File: config.mk
export PLATFORM = sky130hd
export DESIGN_NAME = sd_11011
export DESIGN_NICKNAME = d
export VERILOG_FILES = /design/src/rtl/sd_11011.sv
export SDC_FILE = /design/constraint.sdc
export NUM_CORES = 1
export LEC_CHECK = 0
export CAP_MARGIN = 15
export CORE_AREA = 4 4 41 43
export CTS_CLUSTER_DIAMETER = 30
export DETAILED_ROUTE_END_ITERATION = 10
export DIE_AREA = 0 0 45 47
export SLEW_MARGIN = 5
export SYNTH_ARGS = -nofsm -noshare
export SYNTH_HDL_FRONTEND = slang
export SYNTH_SLANG_ARGS = --single-unit
File: constraint.sdc
create_clock -name clk -period 1.5 [get_ports clk]
set_input_delay 0.15 -clock clk [delete_from_list [all_inputs] [get_ports clk]]
set_output_delay 0.15 -clock clk [all_outputs]
set_load 0.005 [all_outputs]
File: src/rtl/sd_11011.sv
`default_nettype none
// ============================================================================
//  Module      : sd_11011
//  Description : Serial detector for the bit sequence 1-1-0-1-1. Mealy FSM
//                with non-overlapping detection: once a match completes, the
//                search restarts from the idle state and no bit of the match
//                is reused. The detect strobe is combinational and asserts in
//                the same cycle that the fifth bit is on the input.
//  Revision    : 1.0 - initial release
// ============================================================================
module sd_11011 (
  input  logic clk,
  input  logic rst,     // synchronous, active-low
  input  logic signal,
  output logic out
);

  // Binary-encoded states, each named after the longest useful prefix held.
  typedef enum logic [2:0] {
    S0 = 3'd0,  // no useful prefix
    S1 = 3'd1,  // "1"
    S2 = 3'd2,  // "11"
    S3 = 3'd3,  // "110"
    S4 = 3'd4   // "1101"
  } state_t;

  state_t state_q;
  state_t state_d;

  // State register: a reset edge discards any partial prefix.
  always_ff @(posedge clk) begin
    if (!rst) begin
      state_q <= S0;
    end else begin
      state_q <= state_d;
    end
  end

  // Next-state decode and Mealy detect strobe.
  always_comb begin
    state_d = S0;
    out     = 1'b0;
    case (state_q)
      S0: state_d = signal ? S1 : S0;
      S1: state_d = signal ? S2 : S0;
      // A run of 1s keeps the "11" prefix alive.
      S2: state_d = signal ? S2 : S3;
      S3: state_d = signal ? S4 : S0;
      // Completed match returns to S0 so the trailing "11" is not reused.
      S4: begin
        state_d = S0;
        out     = rst & signal;
      end
      // Unused encodings recover to idle with the strobe held low.
      default: begin
        state_d = S0;
        out     = 1'b0;
      end
    endcase
  end

endmodule
`default_nettype wire

# Word-level counts from Yosys, hierarchy flattened
# Cells that the tools add are included.
[word_totals] register_bits=3 input_bits=3 out_inout_bits=1 wordCells=13
[classes] eq_ne=4 muxes=6 n_bitwise=1 n_reduce_logical=1
[op_table] cell="$pmux W3 S4" count=1
[op_table] cell="$eq A3 B2 Y1 const B" count=2
[op_table] cell="$eq A3 B1 Y1 const B" count=1
[op_table] cell="$eq A3 B3 Y1 const B" count=1
[op_table] cell="$logic_not A3 Y1" count=1
[op_table] cell="$mux W1" count=3
[op_table] cell="$mux W3" count=1
[op_table] cell="$mux W2" count=1
[op_table] cell="$and A1 B1 Y1" count=1

# Depth between registers and ports, before layout
[depth] word_depth=2 mapped_depth=2 mapped_depth_nobuf=2

# Worst setup path before layout
# OpenSTA, ideal clock, no wires.
[synth_path] kind="reg2out" startpoint="reg state_q[1]" endpoint="out out" arrival_time_ns=0.590 required_time_ns=1.350 slack_ns=0.760 stages_incl_launch_ff=3 n_path_buf=0 cell_sequence="dfxtp_1 -> nand4b_1 -> nor2_1"
[synth_between] elab_chain_cells=2
[synth_rtl] item="from (decl)" line="27" text="state_t state_q;"
[synth_rtl] item="from (signal assigned)" line="35" text="state_q <= state_d;"
[synth_rtl] item="$eq A3 B3 Y1" line="43" text="case (state_q)"
[synth_rtl] item="$mux W1" line="43"
[synth_rtl] item="to (decl)" line="15" text="output logic out"
# No other way between the ends.

# Worst setup path in the final report
[layout_path] startpoint="in signal" endpoint="out out"
[layout_between] elab_chain_cells=2
[layout_rtl] item="from (decl)" line="14" text="input logic signal,"
[layout_rtl] item="$and A1 B1 Y1" line="52" text="out = rst & signal;"
[layout_rtl] item="$mux W1" line="43"
# No other way between the ends.

==> reports/metrics.cfg <==
[clock_tree]
clockBufferDepth = 2
cts_hold_buffers = 0
htreeDepth = 1
cts_setup_buffers = 0
cts_inserted_buffers = 3
cts_resized = 0
clkSlewWorstSetupHoldPaths_ps = 40
clock_sinks = 3
clock_latency_ps = 230
cts_tree = yes
cts.root.buffer_cell = clkbuf_4

[flow_run]
maxCapViolations = 0

[pwr]
ir_worst_vdd_v = 0.000468
power.density_nw_per_um2 = 1190
p_leak_nw = 0.0943

[route]
viasPerCell = 3.25
vias = 117
drtPass1Iterations = 4
drt.antenna.violating_nets = 0
drtIter0Drc = 2
drc_errors = 0
wl_um = 286
routedWlPerCell_um = 7.94

[synthesis]
synth_top_cell_by_area = dfxtp_1
ys.flop_type = dfxtp_1
synthCells = 13
synth.top_cell.area_share_pct = 47.5
synth_area_leaders = dfxtp_1, nor3_2, nand4b_1, xnor2_1, nand3b_1
ys_async_sr_fraction_pct = 0
yosys.cell_count.top_type = dfxtp_1
ys_top_cells_by_count = dfxtp_1, nor2_1
postSynthAreaPerCell_um2 = 9.72
netlist_area_um2 = 126
synth_seq_cells = 3
seq_area_frac_synth_pct = 47.5
synth_fp_nets = 16
synth_warnings = 0
synth_edf_count = 0
synth_cell_types = 10

[sta]
rsz0062_at_grt = false
setup_tns_ps = 0
period_share_pct = 72.8
fin_skew_ps = 0.208
worstMarginPinSlew_ps = 169
setup_viol_count_final = 0
fmax_mhz = 915
drv_slew = 0
slew_headroom_pct = 88.7
fin_crit_ps = 1090
hold_viol = 0

[floorplanning]
rows = 13
core_um2 = 1300
die_w_um = 45
dieArea_um2 = 2120
initial_utilization_pct = 9.71
die_h_um = 47
io_pins = 4

[critical_path]
worst_setup_path_end_kind = output pin
cp-start-kind = primary input
worstSetupPathType = primary input to output pin
arrival_ps = 940
reg2reg_depth = 2
path_max_fanout = 2
crit_required_ps = 1350

[final_layout]
drive_above_1_share_pct = 28.6
nets = 25
largestRegisters = state_q x3
stdcell_count = 36
largest_register_ffs = 3
largest_register = state_q
num_antenna_cells = 0
area_growth_pct = 68.3

[min_path]
hold_path_class = flip-flop to flip-flop
worstHoldPathCells = 2

[global_routing]
track_usage_pct = 4.10
antenna_found_initial = 0
grt_pass1_vias = 127
grt_first_pass_wirelength_um = 503
grt_max_degree = 6
grt.overflow.total = 0

[place]
dp.cells = 32
port_buffers = 3
place_congestion = 0.632

[status]
run_status = finished clean

-- critical path, stage by stage --
cell and delay [ps]:
clkdlybuf4s50_1 490, nand4b_1 90, nor2_1 80, dlymetal6s2s_1 130
-- power breakdown --
group	internal [mW]	total (mW)	switching, mW
combinational	0.0133	0.0204	0.00710
clock	0.0997	0.142	0.0423
sequential	0.0848	0.0901	0.00531
-- metal layers --
layer	routed length, um	share of wire [%]	GRT usage (%)
met1	130	45	4.08
met2	79	28	3.67
met3	76	27	6.90
met4	0	0	1.75
met5	0	0	0
-- placed cells by master (no fill, tap or decap), types with 2 or more instances in the layout --
cell             n
clkbuf_4         3
nor2_1           2
dfxtp_1          2
clkdlybuf4s50_1  2
-- logic make-up (layout without fill, tap and decap cells) --
logic type                count (synthesis)  count (layout)  share of synthesized area, %
AOI/OAI and AO/OA                         1               1                          3.96
xor gates and xnor gates                  1               1                          6.93
buffers and inverters                     0               8                             0
DFF                                       3               3                          47.5
and+or+nand+nor                           8               8                          41.6
-- stage by stage --
step	util (%)	area [um^2]	worst slack (ps)	total power, mW	hold slack, ps
2_1_floorplan	-	126	760	0.100	289
3_3_place_gp	14.0	183	36.8	0.111	494
3_5_place_dp	14.0	183	34.8	0.111	493
4_1_cts	16.1	209	7.00	0.261	508
5_1_grt	16.3	213	327	0.277	523
6_report	16.3	213	408	0.253	493
-- final timing paths --
path                         start                    end  slack [ps]
min reg2reg  state_q[1]$_SDFF_PN0_  state_q[2]$_SDFF_PN0_         490
max reg2reg  state_q[2]$_SDFF_PN0_  state_q[1]$_SDFF_PN0_         750
min          state_q[1]$_SDFF_PN0_  state_q[2]$_SDFF_PN0_         490
max                         signal                    out         410
-- area by class of cell --
cell class	count	area (um^2)
Sequential cell	3	61.3
Fill cell	151	1090
Timing Repair Buffer	4	40.0
Multi-Input combinational cell	10	66.3
Clock buffer	4	26.3
Tap cell	15	18.8
Power figures use the tool's default switching activity.
==> variant 1: new RTL, config.mk and constraints unchanged <==
Register the input `signal` before use, cleared by the reset. The logic sees it one clock later.
--- a/src/rtl/sd_11011.sv
+++ b/src/rtl/sd_11011.sv
@@ -24,6 +24,16 @@
     S4 = 3'd4   // "1101"
   } state_t;
 
+  logic signal_q;
+
+  always_ff @(posedge clk) begin
+    if (!rst) begin
+      signal_q <= '0;
+    end else begin
+      signal_q <= signal;
+    end
+  end
+
   state_t state_q;
   state_t state_d;
 
@@ -41,15 +51,15 @@
     state_d = S0;
     out     = 1'b0;
     case (state_q)
-      S0: state_d = signal ? S1 : S0;
-      S1: state_d = signal ? S2 : S0;
+      S0: state_d = signal_q ? S1 : S0;
+      S1: state_d = signal_q ? S2 : S0;
       // A run of 1s keeps the "11" prefix alive.
-      S2: state_d = signal ? S2 : S3;
-      S3: state_d = signal ? S4 : S0;
+      S2: state_d = signal_q ? S2 : S3;
+      S3: state_d = signal_q ? S4 : S0;
       // Completed match returns to S0 so the trailing "11" is not reused.
       S4: begin
         state_d = S0;
-        out     = rst & signal;
+        out     = rst & signal_q;
       end
       // Unused encodings recover to idle with the strobe held low.
       default: begin
Behaviour: not the same (a bounded check fails within 10 cycles, from zero or initial values and one cycle with rst low).
==> variant 1 against the original RTL <==
Setup slack worse by 0.12 ns; synthesized area is 20% higher; count of clock-buffer cells in the layout shrank 1; power down 0.20%; wire length is 23% lower; sequential cell count grew 1; synthesized cell count rose by 15%; design area rose by 4.1%; largest cell class is now registers; highest routed layer unchanged.
==> variant 1: results (changes against the original RTL) <==
Worst-margin pin slew = 0.1724 ns (+0.003660 ns)
Multi-Input Combinational = 11 (+1)
Final GP Congestion = 0.5911 (-6.5%)
Fin Clk Skew = 0.001285 ns (+0.001077 ns)
Compound-Gate Fraction of Synth Area = 3.306% (-0.65 points)
Post-synth top cells = 4 x dfxtp_1, 2 x nand2b_1, 2 x nor2_1
Layout clock area frac = 10.17% (-2.2 points)
Iteration-0 DRC Markers = 0 (-2)
Max Fanout on Critical Path = 3 (+1)
Hold path cells = 1 (-1)
Pint = 0.2083 mW (+5.2%)
Worst r2r src = state_q[1]
GRT Total Usage = 3.397% (-0.71 points)
Final nets = 26 (+4.0%)
Outcome = finished clean
Vias = 119 (+1.7%)
Clkbuf count = 3 (-1)
Slowest cell on crit path = clkdlybuf4s50_1
NonClk Buf Share = 12.99% (-5.8 points)
Xor/xnor share of the synthesized area = 5.785% (-1.1 points)
Vias in the first global route = 129 (+1.6%)
Fillers = 154 (+2.0%)
Leak pwr = 0.08250 nW (-12%)
Post-Syn Nets = 18 (+2)
First-pass GRT wire length = 414 µm (-18%)
Share of cells above drive strength 1 = 19.05% (-9.5 points)
Num sequential = 4 (+1)
Multi-input gate area = 71.32 µm² (+7.5%)
Share of the yosys chip area belonging to registers = 52.89% (+5.4 points)
Repair and plain buffers = 3 (-1)
Storage cell area = 80.08 µm² (+31%)
Crit. Startpoint = rst
Drt total wl = 221 µm (-23%)
Hold path startpoint = state_q[0]
Biggest regs = state_q (3), signal_q (1)
[variant 1: power by group through the flow]
| stage | logic (mW) | registers, mW | clock network (mW) |
|---|---|---|---|
| floorplan | 0.00665 | 0.116 | 0 |
| global placement | 0.0127 | 0.117 | 0 |
| detailed placement | 0.0130 | 0.117 | 0 |
| CTS | 0.0130 | 0.115 | 0.132 |
| global route | 0.0142 | 0.115 | 0.141 |
| finish | 0.0128 | 0.115 | 0.124 |
[variant 1: kinds of logic (layout without fill, tap and decap cells)]
family | Yosys count | in the layout
compound gates | 1 | 1
xor+xnor | 1 | 1
buf+inv | 0 | 6
flops | 4 | 4
simple gates | 9 | 9
[variant 1: worst paths after layout]
kind | slack (ns) | to
max | 0.28 | out
min | 0.50 | state_q[0]
max reg2reg | 0.80 | state_q[0]
min reg2reg | 0.50 | state_q[0]
[variant 1: routing by layer]
metal	part of all wire, %	GRT usage [%]	vias up
met1	41	2.273	51
li1	-	-	65
met2	52	4.237	3
met5	0	0	-
met3	7.2	2.299	0
met4	0	7.018	0
[variant 1: repair_timing]
item | CTS | global route
gates resized for setup | 1 | 0
endpoints found under the setup margin | 1 | 0
hold buffers | 0 | 0
[variant 1: critical path, delay by kind of cell]
kind          cells  cell delay (ns)
buf+inv           2             0.73
simple gates      2             0.19
[variant 1: per-stage QoR]
step / hold WS, ns / std cells / util (%) / instance area [µm²] / setup WS [ns]
2_1_floorplan: 0.2717 / 15 / - / 151.4 / 0.7595
3_3_place_gp: 0.4876 / 33 / 15.38 / 200.2 / -0.001495
3_5_place_dp: 0.5002 / 33 / 15.38 / 200.2 / -0.006951
4_1_cts: 0.4969 / 36 / 17.02 / 221.5 / 0.2655
5_1_grt: 0.5065 / 36 / 17.02 / 221.5 / 0.1983
6_report: 0.4960 / 36 / 17.02 / 221.5 / 0.2850
==> variant 2: new RTL, same flow settings <==
Without the edit above. Re-encode `state_t` (5 states) as one-hot, 5 bits wide. Comments in the files are not updated.
--- a/src/rtl/sd_11011.sv
+++ b/src/rtl/sd_11011.sv
@@ -16,12 +16,12 @@
 );
 
   // Binary-encoded states, each named after the longest useful prefix held.
-  typedef enum logic [2:0] {
-    S0 = 3'd0,  // no useful prefix
-    S1 = 3'd1,  // "1"
-    S2 = 3'd2,  // "11"
-    S3 = 3'd3,  // "110"
-    S4 = 3'd4   // "1101"
+  typedef enum logic [4:0] {
+    S0 = 5'b00001,  // no useful prefix
+    S1 = 5'b00010,  // "1"
+    S2 = 5'b00100,  // "11"
+    S3 = 5'b01000,  // "110"
+    S4 = 5'b10000   // "1101"
   } state_t;
 
   state_t state_q;
Check against the original RTL: same outputs for any inputs over 10 cycles, from zero or initial values and one cycle with rst low; not proved beyond that.
==> variant 2 against the original RTL <==
Sequential cell count grew 2; worst hold slack improved by 0.029 ns; fmax fell by 19%; wire length up 84%; count of clock-buffer cells in the layout stayed put; clock power up 7%; sequential share of layout area is 0.56 points lower; power up 33%; synthesized area is 84% higher; design area grew 66%; setup slack worse by 0.25 ns; largest cell class unchanged; largest power group unchanged.
==> variant 2: results (changes against the original RTL) <==
Outcome = finished clean
Clock share of power = 45.5% (-11 points)
Largest stage delay on the critical path = 0.34 ns (-0.15 ns)
DP Cell Count = 49 (+53%)
Hold path startpoint = state_q[3]
Share of cells above drive strength 1 = 28.21% (-0.37 points)
NonClk Buf Share = 20.85% (+2.0 points)
Num sequential = 5 (+2)
R2r setup slk = 0.21 ns (-0.54 ns)
Repair and plain buffers = 9 (+5)
Fillers = 143 (-5.3%)
Synth area leaders = dfxtp_1 43%, nor2_1 8.1%, and3_1 5.4%
Seq pwr share = 41.7% (+6.0 points)
CP Data Arrival Time = 1.19 ns (+0.25 ns)
Final period utilization = 89.55% (+17 points)
VDD IR max = 0.4463 mV (-4.6%)
Vias in the first global route = 253 (+99%)
Drt total wl = 527 µm (+84%)
Post-Syn Nets = 29 (+13)
Biggest regs = state_q (5)
Sw power = 0.07316 mW (+34%)
Dpl cell area = 319.1 µm² (+75%)
WHS = 0.5213 ns (+0.02851 ns)
Sequential cell area share = 28.27% (-0.56 points)
Via/cell ratio = 4.259 (+31%)
Distinct cells, synth = 15 (+5)
Slowest cell on crit path = dfxtp_1
Compound-Gate Fraction of Synth Area = 12.37% (+8.4 points)
Nonclk inv count = 1 (+1)
Pint = 0.2616 mW (+32%)
Iteration-0 DRC Markers = 4 (+2)
GRT Total Usage = 6.408% (+2.3 points)
Largest net degree at the start of global routing = 7 (+1)
Crit. Startpoint = state_q[1]
Layout clock area frac = 7.420% (-4.9 points)
Xor/xnor share of the synthesized area = 3.763% (-3.2 points)
Vias = 230 (+97%)
Delay-heaviest family, CP = simple AND/OR/NAND/NOR gates
Fin Clk Skew = 0.002456 ns (+0.002248 ns)
Final nets = 43 (+72%)
Final GP Congestion = 0.6690 (+5.8%)
Syn avg cell area = 8.951 µm² (-7.9%)
==> variant 2: cell count changes in the layout (fill, tap and decap cells not counted), moves of 2 or more <==
cell	delta
and3_1	+2
dfxtp_1	+3
nor2_1	+2
buf_4	+5
nor3_1	+2
==> variant 2: worst reg2reg max path, stage by stage (launching register included) <==
cell,delay [ns]
dfxtp_1,0.31
buf_4,0.15
or4b_1,0.52
o41ai_1,0.09
o31ai_2,0.08
==> variant 2: timing repair <==
item                                    in CTS  in global routing
endpoints found under the setup margin       1                  0
buffers inserted                             1                  0
gates resized for setup                      2                  0
==> variant 2: final timing paths <==
| kind | to | cells past startpoint |
|---|---|---|
| worst max-delay path | out | 4 |
| worst max register to register | state_q[0] | 4 |
| worst min register to register | state_q[4] | 2 |
| worst min-delay path | state_q[4] | 2 |
==> variant 2: layer usage <==
| metal | GRT usage, % | wire, µm |
|---|---|---|
| met4 | 3.509 | 0 |
| met3 | 4.598 | 35 |
| met5 | 0 | 0 |
| met2 | 10.17 | 258 |
| met1 | 6.164 | 233 |
